[src/rtl/uart_tx_frame.sv]
// UART transmit engine: accepts a parallel word and serialises it as
// start, LSB-first data, optional parity and 1-2 stop bits, one bit per CLK.
module uart_tx_frame #(
    parameter int   DATA_WIDTH = 8,
    parameter int   STOP_BITS  = 1,
    parameter logic IDLE_LVL   = 1'b1
) (
    input  logic                  CLK,
    input  logic                  RST,
    input  logic [DATA_WIDTH-1:0] P_DATA,
    input  logic                  DATA_VALID,
    input  logic                  PAR_EN,
    input  logic                  PAR_TYP,
    output logic                  TX_OUT,
    output logic                  Busy,
    output logic [2:0]            dbg_state
);

    localparam int               CNT_W     = $clog2(DATA_WIDTH);
    localparam logic [CNT_W-1:0] BIT_LAST  = CNT_W'(DATA_WIDTH - 1);
    localparam logic             STOP_LAST = (STOP_BITS == 2);

    localparam logic [2:0] S_IDLE   = 3'd0;
    localparam logic [2:0] S_START  = 3'd1;
    localparam logic [2:0] S_DATA   = 3'd2;
    localparam logic [2:0] S_PARITY = 3'd3;
    localparam logic [2:0] S_STOP   = 3'd4;

    logic [2:0]            state_q, state_d;
    logic [DATA_WIDTH-1:0] shift_q, shift_d;
    logic [CNT_W-1:0]      bit_cnt_q, bit_cnt_d;
    logic                  stop_cnt_q, stop_cnt_d;
    logic                  par_en_q, par_en_d;
    logic                  par_bit_q, par_bit_d;
    logic                  tx_d;
    logic                  busy_d;
    logic                  accept;

    // Handshake: DATA_VALID is taken on a rising edge only while idle or in
    // the final stop cycle; there is no ready, and DATA_VALID is ignored otherwise.
    assign accept = DATA_VALID &&
                    ((state_q == S_IDLE) ||
                     ((state_q == S_STOP) && (stop_cnt_q == STOP_LAST)));

    always_comb begin
        state_d    = state_q;
        shift_d    = shift_q;
        bit_cnt_d  = bit_cnt_q;
        stop_cnt_d = stop_cnt_q;
        par_en_d   = par_en_q;
        par_bit_d  = par_bit_q;
        tx_d       = TX_OUT;

        if (accept) begin
            state_d    = S_START;
            shift_d    = P_DATA;
            bit_cnt_d  = '0;
            stop_cnt_d = 1'b0;
            par_en_d   = PAR_EN;
            // Parity is resolved at accept so later input changes cannot leak in.
            par_bit_d  = (^P_DATA) ^ PAR_TYP;
            tx_d       = ~IDLE_LVL;
        end else begin
            case (state_q)
                S_IDLE: begin
                    tx_d = IDLE_LVL;
                end
                S_START: begin
                    state_d = S_DATA;
                    tx_d    = shift_q[0];
                end
                S_DATA: begin
                    if (bit_cnt_q == BIT_LAST) begin
                        if (par_en_q) begin
                            state_d = S_PARITY;
                            tx_d    = par_bit_q;
                        end else begin
                            state_d    = S_STOP;
                            stop_cnt_d = 1'b0;
                            tx_d       = IDLE_LVL;
                        end
                    end else begin
                        bit_cnt_d = bit_cnt_q + 1'b1;
                        shift_d   = shift_q >> 1;
                        tx_d      = shift_q[1];
                    end
                end
                S_PARITY: begin
                    state_d    = S_STOP;
                    stop_cnt_d = 1'b0;
                    tx_d       = IDLE_LVL;
                end
                S_STOP: begin
                    tx_d = IDLE_LVL;
                    if (stop_cnt_q == STOP_LAST) begin
                        state_d = S_IDLE;
                    end else begin
                        stop_cnt_d = 1'b1;
                    end
                end
                default: begin
                    state_d = S_IDLE;
                    tx_d    = IDLE_LVL;
                end
            endcase
        end
    end

    assign busy_d = (state_d != S_IDLE);

    always_ff @(posedge CLK or negedge RST) begin
        if (!RST) begin
            state_q    <= S_IDLE;
            shift_q    <= '0;
            bit_cnt_q  <= '0;
            stop_cnt_q <= 1'b0;
            par_en_q   <= 1'b0;
            par_bit_q  <= 1'b0;
            TX_OUT     <= IDLE_LVL;
            Busy       <= 1'b0;
        end else begin
            state_q    <= state_d;
            shift_q    <= shift_d;
            bit_cnt_q  <= bit_cnt_d;
            stop_cnt_q <= stop_cnt_d;
            par_en_q   <= par_en_d;
            par_bit_q  <= par_bit_d;
            TX_OUT     <= tx_d;
            Busy       <= busy_d;
        end
    end

    assign dbg_state = state_q;

endmodule

[config.mk]
export PLATFORM = sky130hd
export DESIGN_NAME = uart_tx_frame
export DESIGN_NICKNAME = d
export VERILOG_FILES = /design/src/rtl/uart_tx_frame.sv
export SDC_FILE = /design/constraint.sdc
export NUM_CORES = 1
export LEC_CHECK = 0
export ABC_AREA = 0
export CAP_MARGIN = 10
export CELL_PAD_IN_SITES_DETAIL_PLACEMENT = 1
export CELL_PAD_IN_SITES_GLOBAL_PLACEMENT = 2
export CORE_MARGIN = 3
export CORE_UTILIZATION = 31
export DETAILED_ROUTE_END_ITERATION = 8
export PLACE_DENSITY_LB_ADDON = 0.1
export RECOVER_POWER = 25
export SYNTH_ARGS = -nofsm -noshare
export SYNTH_HDL_FRONTEND = slang
export SYNTH_SLANG_ARGS = --single-unit
export TNS_END_PERCENT = 20
[constraint.sdc]
create_clock -name CLK -period 2.3 [get_ports CLK]
set_clock_uncertainty 0.05 [all_clocks]
set_input_delay 0.46 -clock CLK [delete_from_list [all_inputs] [get_ports CLK]]
set_output_delay 0.46 -clock CLK [all_outputs]
set_load 0.005 [all_outputs]
==> qor.yml <==
wirelength_mm: 2.11
ys_types: 27
cts_sinks: 18
syn_to_final_growth_pct: 24.1
holdWs_ns: 0.451
row_count: 19
grt_pass1_vias: 725
max_cap_viol_count: 0
dp_hpwl_mm: 1.50
start_kind: "flop"
root_buffer: "clkbuf_4"
clk_pin_slew_ns: 0.12
seq_area_um2: 452
htree_num_levels: 1
path_buf_inv: 1
vias: 729
max-clock-path-buffers: 2
cts_buffers: 3
grt-ovfl-total: 0
ant_nets: 0
grt_max_degree: 19
antenna_found_initial: 0
ir_drop_uv: 541
async_reset_ff_frac: 1.00
tns_ns: 0
r2r_end: "shift_q[3]$_DFFE_PN0P_"
cp_top_family: "buffers and inverters"
whs_endpoint: "shift_q[4]$_DFFE_PN0P_"
end_kind: "output pin"
period_share: 0.838
synth_top_flop_cell: "dfrtp_1"
drive_gt1_frac: 0.0826
nFillCells: 323
hold_depth: 2
drt_iter0_markers: 12
die_h_um: 60.2
hp-start: "shift_q[4]$_DFFE_PN0P_"
report.final.slew_viol_count: 0
synth-edff-count: 0
gp_congestion: 0.669
dr.pass1.iters: 2
portBuffers: 17
path_cells: "clkdlybuf4s50_1"
p_per_area_nw_per_um2: 1200
layout_common_cells: "20 x nand2_1, 17 x dfrtp_1, 16 x clkdlybuf4s50_1, 9 x nor2_1"
slowest_stage: "clkdlybuf4s50_1"
clock_latency_ns: 0.30
hold_viol: 0
ys_warn_count: 0
drc: 0
outcome: "complete, no violations"
syn_inst: 91
reg2reg_slack_ns: 0.55
rsz0062_at_grt: "false"
postCtsResizedCells: 0
die_w_um: 60.2
track_usage: 0.132
post_drt_wl_per_cell_um: 15.1
final_common_cell: "nand2_1"
io_pins: 18
r2r_start: "bit_cnt_q[0]$_DFFE_PN0P_"
initial_core_util: 0.328
diodes: 0
syn_area_um2: 912
multiInputGateArea_um2: 413
cp.required_ns: 1.79
via_per_inst: 5.21
syn_nets: 106
worstPathMaxFanout: 9
hold_path.class: "flop to flop"
avgSynthCellArea_um2: 10.0
synth-seq-area-share: 0.495
cts_tree: "built"
cts_hold_buf: 0
grt_pass1_wl_mm: 3.39
critPathKind: "flop to output pin"
fp.coreArea_um2: 2780
min_period_ns: 1.93
slowest_delay_ns: 0.57
p_leak_nw: 0.504
nets: 125
setup_violations: 0
ys_seq_elements: 18
cts_setup_buffers: 0
tightest_slew_ns: 1.02
maxSlewHeadroom: 0.318
dieArea_um2: 3630
reg2reg_depth: 6
crit_arrival_ns: 1.42
fmax_ghz: 0.519
==> state kept, by name (all words and copies together) (netlist names) <==
register and flops:
dbg_state 3, TX_OUT 1, bit_cnt_q 3, shift_q 8, par_en_q 1, Busy 1
par_bit_q 1
==> area by class of cell <==
cell class / instances / share of cell area
flip-flops and latches: 18 / 0.399
multi-input cells: 66 / 0.365
repair buffers: 20 / 0.167
well taps: 31 / 0.0343
clock buffers: 4 / 0.0320
inverters: 1 / 0.00331
==> metrics by stage <==
| stage | power (W) | std cells | instance area (um2) | util | setup WS [ns] |
|---|---|---|---|---|---|
| 2_1_floorplan | 0.000977 | 91 | 912 | - | 0.596 |
| 3_3_place_gp | 0.00116 | 136 | 1100 | 0.395 | 0.356 |
| 3_5_place_dp | 0.00118 | 136 | 1100 | 0.395 | 0.305 |
| 4_1_cts | 0.00138 | 140 | 1140 | 0.408 | 0.343 |
| 5_1_grt | 0.00149 | 140 | 1130 | 0.407 | 0.292 |
| 6_report | 0.00136 | 140 | 1130 | 0.407 | 0.373 |
==> worst max path at each step <==
| stage | start | endpoint | slack [ns] | cells after the start |
|---|---|---|---|---|
| finish | dbg_state[0]$_DFF_PN0_ | dbg_state[0] | 0.37 | 1 |
| global route | dbg_state[0]$_DFF_PN0_ | dbg_state[0] | 0.29 | 1 |
| CTS | dbg_state[0]$_DFF_PN0_ | dbg_state[0] | 0.34 | 1 |
| detailed placement | P_DATA[2] | par_bit_q$_DFFE_PN0N_ | 0.30 | 5 |
| global placement | P_DATA[2] | par_bit_q$_DFFE_PN0N_ | 0.36 | 5 |
| floorplan | bit_cnt_q[0]$_DFFE_PN0P_ | shift_q[3]$_DFFE_PN0P_ | 0.60 | 5 |
==> cells in the mapped netlist (3+ instances only) <==
| cell type | instances | area, um2 |
|---|---|---|
| nand3_1 | 3 | 15.0 |
| nand2_1 | 20 | 75.1 |
| o22ai_1 | 3 | 18.8 |
| nor2_1 | 9 | 33.8 |
| o21ai_0 | 4 | 20.0 |
| nor3b_1 | 3 | 22.5 |
| mux2i_1 | 3 | 30.0 |
| dfrtp_1 | 17 | 425 |
| xnor2_1 | 4 | 35.0 |
==> routing by layer <==
metal,track usage,up-vias,wire [um]
met3,0.0259,2,78
li1,-,343,-
met2,0.224,11,1060
met4,0.0665,0,17
met5,0,-,0
met1,0.158,373,961
==> power breakdown <==
group	total (W)	switching, W	internal, W	leakage, nW
Clock	0.000205	0.000109	0.0000965	0.0210
Sequential	0.000593	0.000122	0.000471	0.220
Combinational	0.000565	0.000280	0.000285	0.263
==> logic make-up (layout without fill, tap and decap cells) <==
kind of cell    Yosys count  after routing  share of synthesized area
xor+xnor                  7              7                     0.0823
buf+inv                   7             25                     0.0521
flops                    18             18                      0.495
mux                       3              3                     0.0329
fa+ha+maj                 2              2                     0.0274
compound gates           14             14                     0.0960
simple gates             40             40                      0.214
No activity file was read; power rests on OpenSTA's default activity.
==> variant 1, RTL diff (same settings) <==
Change the parameter `IDLE_LVL` from 1'b1 to 1'b0.
--- a/src/rtl/uart_tx_frame.sv
+++ b/src/rtl/uart_tx_frame.sv
@@ -4,5 +4,5 @@
     parameter int   DATA_WIDTH = 8,
     parameter int   STOP_BITS  = 1,
-    parameter logic IDLE_LVL   = 1'b1
+    parameter logic IDLE_LVL   = 1'b0
 ) (
     input  logic                  CLK,
Formal check against the unedited RTL: not equivalent (Yosys sat finds a counterexample within 4 cycles, from zero or initial values and one cycle with RST low).
==> variant 1 against the unedited design <==
  * Wire length down 5.3%
  * Non-clock buffer count did not move
  * Power shrank 6.7%
  * Sequential cell count stayed put
  * Worst setup slack worse by 0.0016 ns
  * Highest routed layer unchanged
  * Die area fell by 4.6%
  * Largest power group unchanged
  * Area after synthesis down 5.1%
  * Final area fell by 2.4%
  * Critical path type unchanged
  * Via count fell by 7.8%
  * Utilization rose by 2.3 points
  * Worst hold slack lost 0.013 ns
==> variant 1: results (changes against the unedited design) <==
The post-layout instance count excluding filler cells is 133 (-5.0%). The total placed instance area was 0.001086 sq mm (-1.3%); the number of global-route vias before repair was 707 (-2.5%). The async set-or-reset flop fraction in the synthesized netlist came out at 1.000 (unchanged). The iteration-0 DRC count of the detailed router was 17 (+5); the placer's final routability congestion estimate was 0.6679 (-0.10%). In this run the clock root is driven by a sky130_fd_sc_hd__clkbuf_4.

For the post-synthesis sequential area ratio, the log shows 0.5202 (+0.02503). The number of antenna violations at the first check in global routing came out at 0 (unchanged). The commonest cells after synthesis are sky130_fd_sc_hd__dfrtp_1, sky130_fd_sc_hd__nand2_1, sky130_fd_sc_hd__nor2_1. The flip-flop count of the largest register after layout is 8 (unchanged), and the number of buffers inserted by post-CTS setup repair is 0 (unchanged). The tools report the pin count of the biggest net entering global routing as 19 (unchanged). The total length of routed wires is 2003 um (-5.3%), and the signal arrival time at the worst endpoint is 1.42 ns (about the same). The flow ran to the end, and the final reports show no timing, DRC or antenna violations.

At the later pin of the worst-skew pair, clock insertion delay measures 0.29 ns. For the leakage power total, the log shows 0.4890 nW (-3.0%). The maximum buffer depth of the clock tree came out at 2 (unchanged). The tools report the launch point of the worst hold path as shift_q[4]. In this run the worst setup path begins at dbg_state[0].

The tools report the global-route wire length before repair as 3519 um (+3.9%). The H-tree level count is 1 (unchanged). The post-placement setup slack is 0.3313 ns (+0.02659 ns), and the antenna cell count is 0 (unchanged).

First-pass iteration count of the detailed router: 3 (+1). Yosys attributes the largest share of cell area to sky130_fd_sc_hd__dfrtp_1, sky130_fd_sc_hd__nand2_1, sky130_fd_sc_hd__xnor2_1, sky130_fd_sc_hd__a22o_1, sky130_fd_sc_hd__ha_1. After clock tree synthesis, the clock-pin slew on the worst setup and hold paths is 0.11 ns.

The tools report the net count after synthesis as 97 (-8.5%). The via count normalized by instance count is 5.053 (-3.0%). The ratio of cells with drive above 1 in the final layout is 0.07767 (-0.004899).

The number of nets in the final layout is 120 (-4.0%), and the overall fraction of global-route tracks in use is 0.1370 (+0.004692). The run gives 1494 um (-0.47%) as the final HPWL from detailed placement. The number of placed instances, taps included is 130 (-4.4%), and the relative slew slack is 0.3347 (+0.01663).

The tools report the total of hold buffers inserted after clock tree synthesis as 0 (unchanged). The largest stage delay on the critical path was 0.57 ns (about the same). The type of the tightest min-delay check is flop to flop. The yosys synthesis warning count is 0 (unchanged), and the worst voltage drop across the vdd grid is 453.8 uV (-16%). Count of port buffers added during placement: 17 (unchanged).

Average instance area after synthesis: 10.56 sq um (+5.3%). The register with the most flip-flops in the final layout is shift_q. The logs give 300 (-7.1%) for the layout filler cell count and 0 (unchanged) for the number of gates given a new drive strength after cts.
variant 1: cell type report:
type	count	area (sq um)	area share
Clock buffer	3	22.52	0.02039
Inverter	2	7.507	0.006795
Multi-Input combinational cell	60	397.9	0.3601
Sequential cell	18	450.4	0.4077
Tap cell	30	37.54	0.03398
Timing Repair Buffer	20	188.9	0.1710
variant 1: path summary, 6_finish.rpt:
kind,end,slack (ns),depth (start not counted)
max,dbg_state[0],0.37,1
min,shift_q[4],0.44,2
max reg2reg,shift_q[7],0.42,5
min reg2reg,shift_q[4],0.44,2
max in group asynchronous,shift_q[6],0.81,2
min in group asynchronous,dbg_state[1],0.79,2
variant 1: cells by family (layout without fill, tap and decap cells):
| family | Yosys count | in the layout | share of synthesized area |
|---|---|---|---|
| buffers and inverters | 4 | 25 | 0.02023 |
| adder cells (fa/ha/maj) | 2 | 2 | 0.02890 |
| flip-flops | 18 | 18 | 0.5202 |
| AND/OR/NAND/NOR | 30 | 30 | 0.1777 |
| multiplexers | 1 | 1 | 0.01156 |
| XOR/XNOR | 7 | 7 | 0.08670 |
| AO/OA/AOI/OAI | 20 | 20 | 0.1546 |
variant 1: routing by layer:
metal / up-vias / wire, um / global-route usage
met5: - / 0 / 0
met4: 0 / 26 / 0.05825
met3: 4 / 82 / 0.02632
met2: 13 / 880 / 0.1972
met1: 324 / 1014 / 0.1992
li1: 331 / - / -
variant 1: where the power goes:
part           internal [mW]  leakage [nW]  total, mW  switching, mW
registers              0.461         0.223      0.574          0.113
clock network         0.0609        0.0138      0.160         0.0993
logic                  0.277         0.252      0.538          0.261
==> variant 2, RTL diff (same settings) <==
Made on the original files. Reset style: synchronous (`RST`), changed in one clocked block.
--- a/src/rtl/uart_tx_frame.sv
+++ b/src/rtl/uart_tx_frame.sv
@@ -109,5 +109,5 @@
     assign busy_d = (state_d != S_IDLE);
 
-    always_ff @(posedge CLK or negedge RST) begin
+    always_ff @(posedge CLK) begin
         if (!RST) begin
             state_q    <= S_IDLE;
Behaviour: differs if RST is asserted again (counterexample within 4 cycles, from zero or initial values and one cycle with RST low); with RST held inactive, the same outputs for 10 cycles.
==> variant 2 against the unedited design <==
  * Area after synthesis grew 4.0%
  * Via count fell by 2.6%
  * Wire length down 8.2%
  * Synthesized cell count rose by 1.1%
  * Maximum frequency down 6.1%
  * Worst setup slack worse by 0.13 ns
  * Final area rose by 2.7%
  * Worst hold slack got worse by 0.021 ns
  * Sequential share of layout area decreased by 8.9 points
  * Sequential cell count unchanged
Power is not compared: it rests on default switching activity, and its combinational part moved more than twofold at a synthesized area within 25%.
==> variant 2: results (changes against the unedited design) <==
The flow ran to the end, and the final reports show no timing, DRC or antenna violations. The yosys synthesis warning count was 0 (unchanged); the relative slew slack was 0.4967 (+0.1786). The antenna cell count is 0 (unchanged), and the number of buffers inserted by post-CTS setup repair is 0 (unchanged). The tools report the cell chosen for the clock root as sky130_fd_sc_hd__clkbuf_4. Post-synthesis sequential area ratio: 0.3799 (-0.1153). The tools report the number of vias in the routed layout as 710 (-2.6%).

The total length of routed wires came out at 1941 um (-8.2%). The signal arrival time at the worst endpoint is 2.20 ns (+0.78 ns), and the H-tree level count is 1 (unchanged). The multiplexer fraction of the synthesized cell area was 0.1161 (+0.08317).

The ratio of cells with drive above 1 in the final layout came out at 0.07207 (-0.01050). The async set-or-reset flop fraction in the synthesized netlist is 0 (-1.000). The launch point of the worst hold path was par_bit_q.

The endpoint of the worst-slack reg-to-reg timing path is shift_q[5]. The number of cells traversed by the worst hold path is 2 (unchanged), and the worst setup slack for register-to-register paths is 0.35 ns (-0.20 ns). The flip-flop count of the largest register after layout was 8 (unchanged); the worst voltage drop across the vdd grid was 233.1 uV. In this run the static leakage power is 0.5314 nW. The clock-pin slew on the worst setup and hold paths was 0.10 ns (-0.02 ns); the distinct cell type count of the synthesized netlist was 30 (+11%). The number of cell instances on the worst register-to-register path was 6 (unchanged). The adder-cell share of the synthesized area is 0.02639 (-0.001050), and the final HPWL from detailed placement is 1457 um (-2.9%). The maximum buffer depth of the clock tree is 2 (unchanged), and the clock buffer count from CTS is 3 (unchanged). For hold timing, the worst endpoint is par_bit_q. The layout filler cell count is 337 (+4.3%), and the largest driver fanout on the critical path is 13 (+4). The first-pass iteration count of the detailed router was 4 (+2).

The largest stage delay on the critical path was 0.59 ns (+0.02 ns). Smallest hold slack: 0.4296 ns (-0.02125 ns). Yosys attributes the largest share of cell area to sky130_fd_sc_hd__dfxtp_1, sky130_fd_sc_hd__mux2i_1, sky130_fd_sc_hd__o211a_1, sky130_fd_sc_hd__xnor3_1, sky130_fd_sc_hd__nand2_1.

The placer's final routability congestion estimate was 0.6870 (+2.8%); the pin count of the biggest net entering global routing was 16 (-3). Iteration-0 DRC count of the detailed router: 4 (-8). The commonest cells after synthesis are sky130_fd_sc_hd__dfxtp_1, sky130_fd_sc_hd__mux2i_1, sky130_fd_sc_hd__nand2_1. The parity-gate share of the synthesized area counting xor and xnor cells came out at 0.08443 (+0.002128).

The logs give 702 (-3.2%) for the number of global-route vias before repair and 128 (+2.4%) for the number of nets in the final layout. The compound-gate portion of the synthesized area works out to 0.1491 (+0.05305). Latest clock arrival within the worst-skew pair: 0.29 ns. The slowest stage of the critical path belongs to the cell sky130_fd_sc_hd__clkbuf_1.

For the net count after synthesis, the log shows 107 (+0.94%). The min-delay analysis places its worst path in the category flop to flop. For the global-route wire length before repair, the log shows 3153 um (-6.9%). In this run the critical register-to-register path is launched from bit_cnt_q[0].

Overall fraction of global-route tracks in use: 0.1169 (-0.01543). Counting flops per register, the top entry is shift_q.
==> variant 2: power by group <==
group | internal, mW | switching, mW | total (mW)
logic | 0.0999 | 0.0679 | 0.168
registers | 0.340 | 0.0204 | 0.360
clock network | 0.0608 | 0.0975 | 0.158
==> variant 2: worst max path at each step <==
stage	start	end
finish	DATA_VALID	shift_q[3]
global route	DATA_VALID	shift_q[3]
global placement	P_DATA[1]	par_bit_q
CTS	dbg_state[0]	dbg_state[0]
detailed placement	P_DATA[1]	par_bit_q
floorplan	bit_cnt_q[0]	shift_q[0]
==> variant 2: per-layer routing <==
| metal | up-vias | track usage | part of all wire |
|---|---|---|---|
| met5 | - | 0 | 0 |
| li1 | 364 | - | - |
| met1 | 330 | 0.1601 | 0.53 |
| met3 | 2 | 0.02516 | 0.045 |
| met2 | 14 | 0.1737 | 0.42 |
| met4 | 0 | 0.05573 | 0.0098 |
==> variant 2: cell type report <==
class / count / area share
multi-input cells: 70 / 0.4779
flip-flops and latches: 18 / 0.3100
repair buffers: 20 / 0.1593
well taps: 31 / 0.03337
clock buffers: 3 / 0.01938
==> variant 2: worst max-delay path: cells and delay by family <==
kind            cells  cell delay [ns]
simple gates        2             0.25
mux                 1             0.28
compound gates      1             0.13
buf+inv             2             1.07
==> variant 2: metrics by stage <==
step	instance area (sq um)	instances	setup WS [ns]	power (mW)
2_1_floorplan	948.4	92	0.5181	0.4808
3_3_place_gp	1152	139	0.2536	0.5387
3_5_place_dp	1152	139	0.2452	0.5411
4_1_cts	1175	142	0.3008	0.7049
5_1_grt	1162	142	0.1342	0.7335
6_report	1162	142	0.2469	0.6863
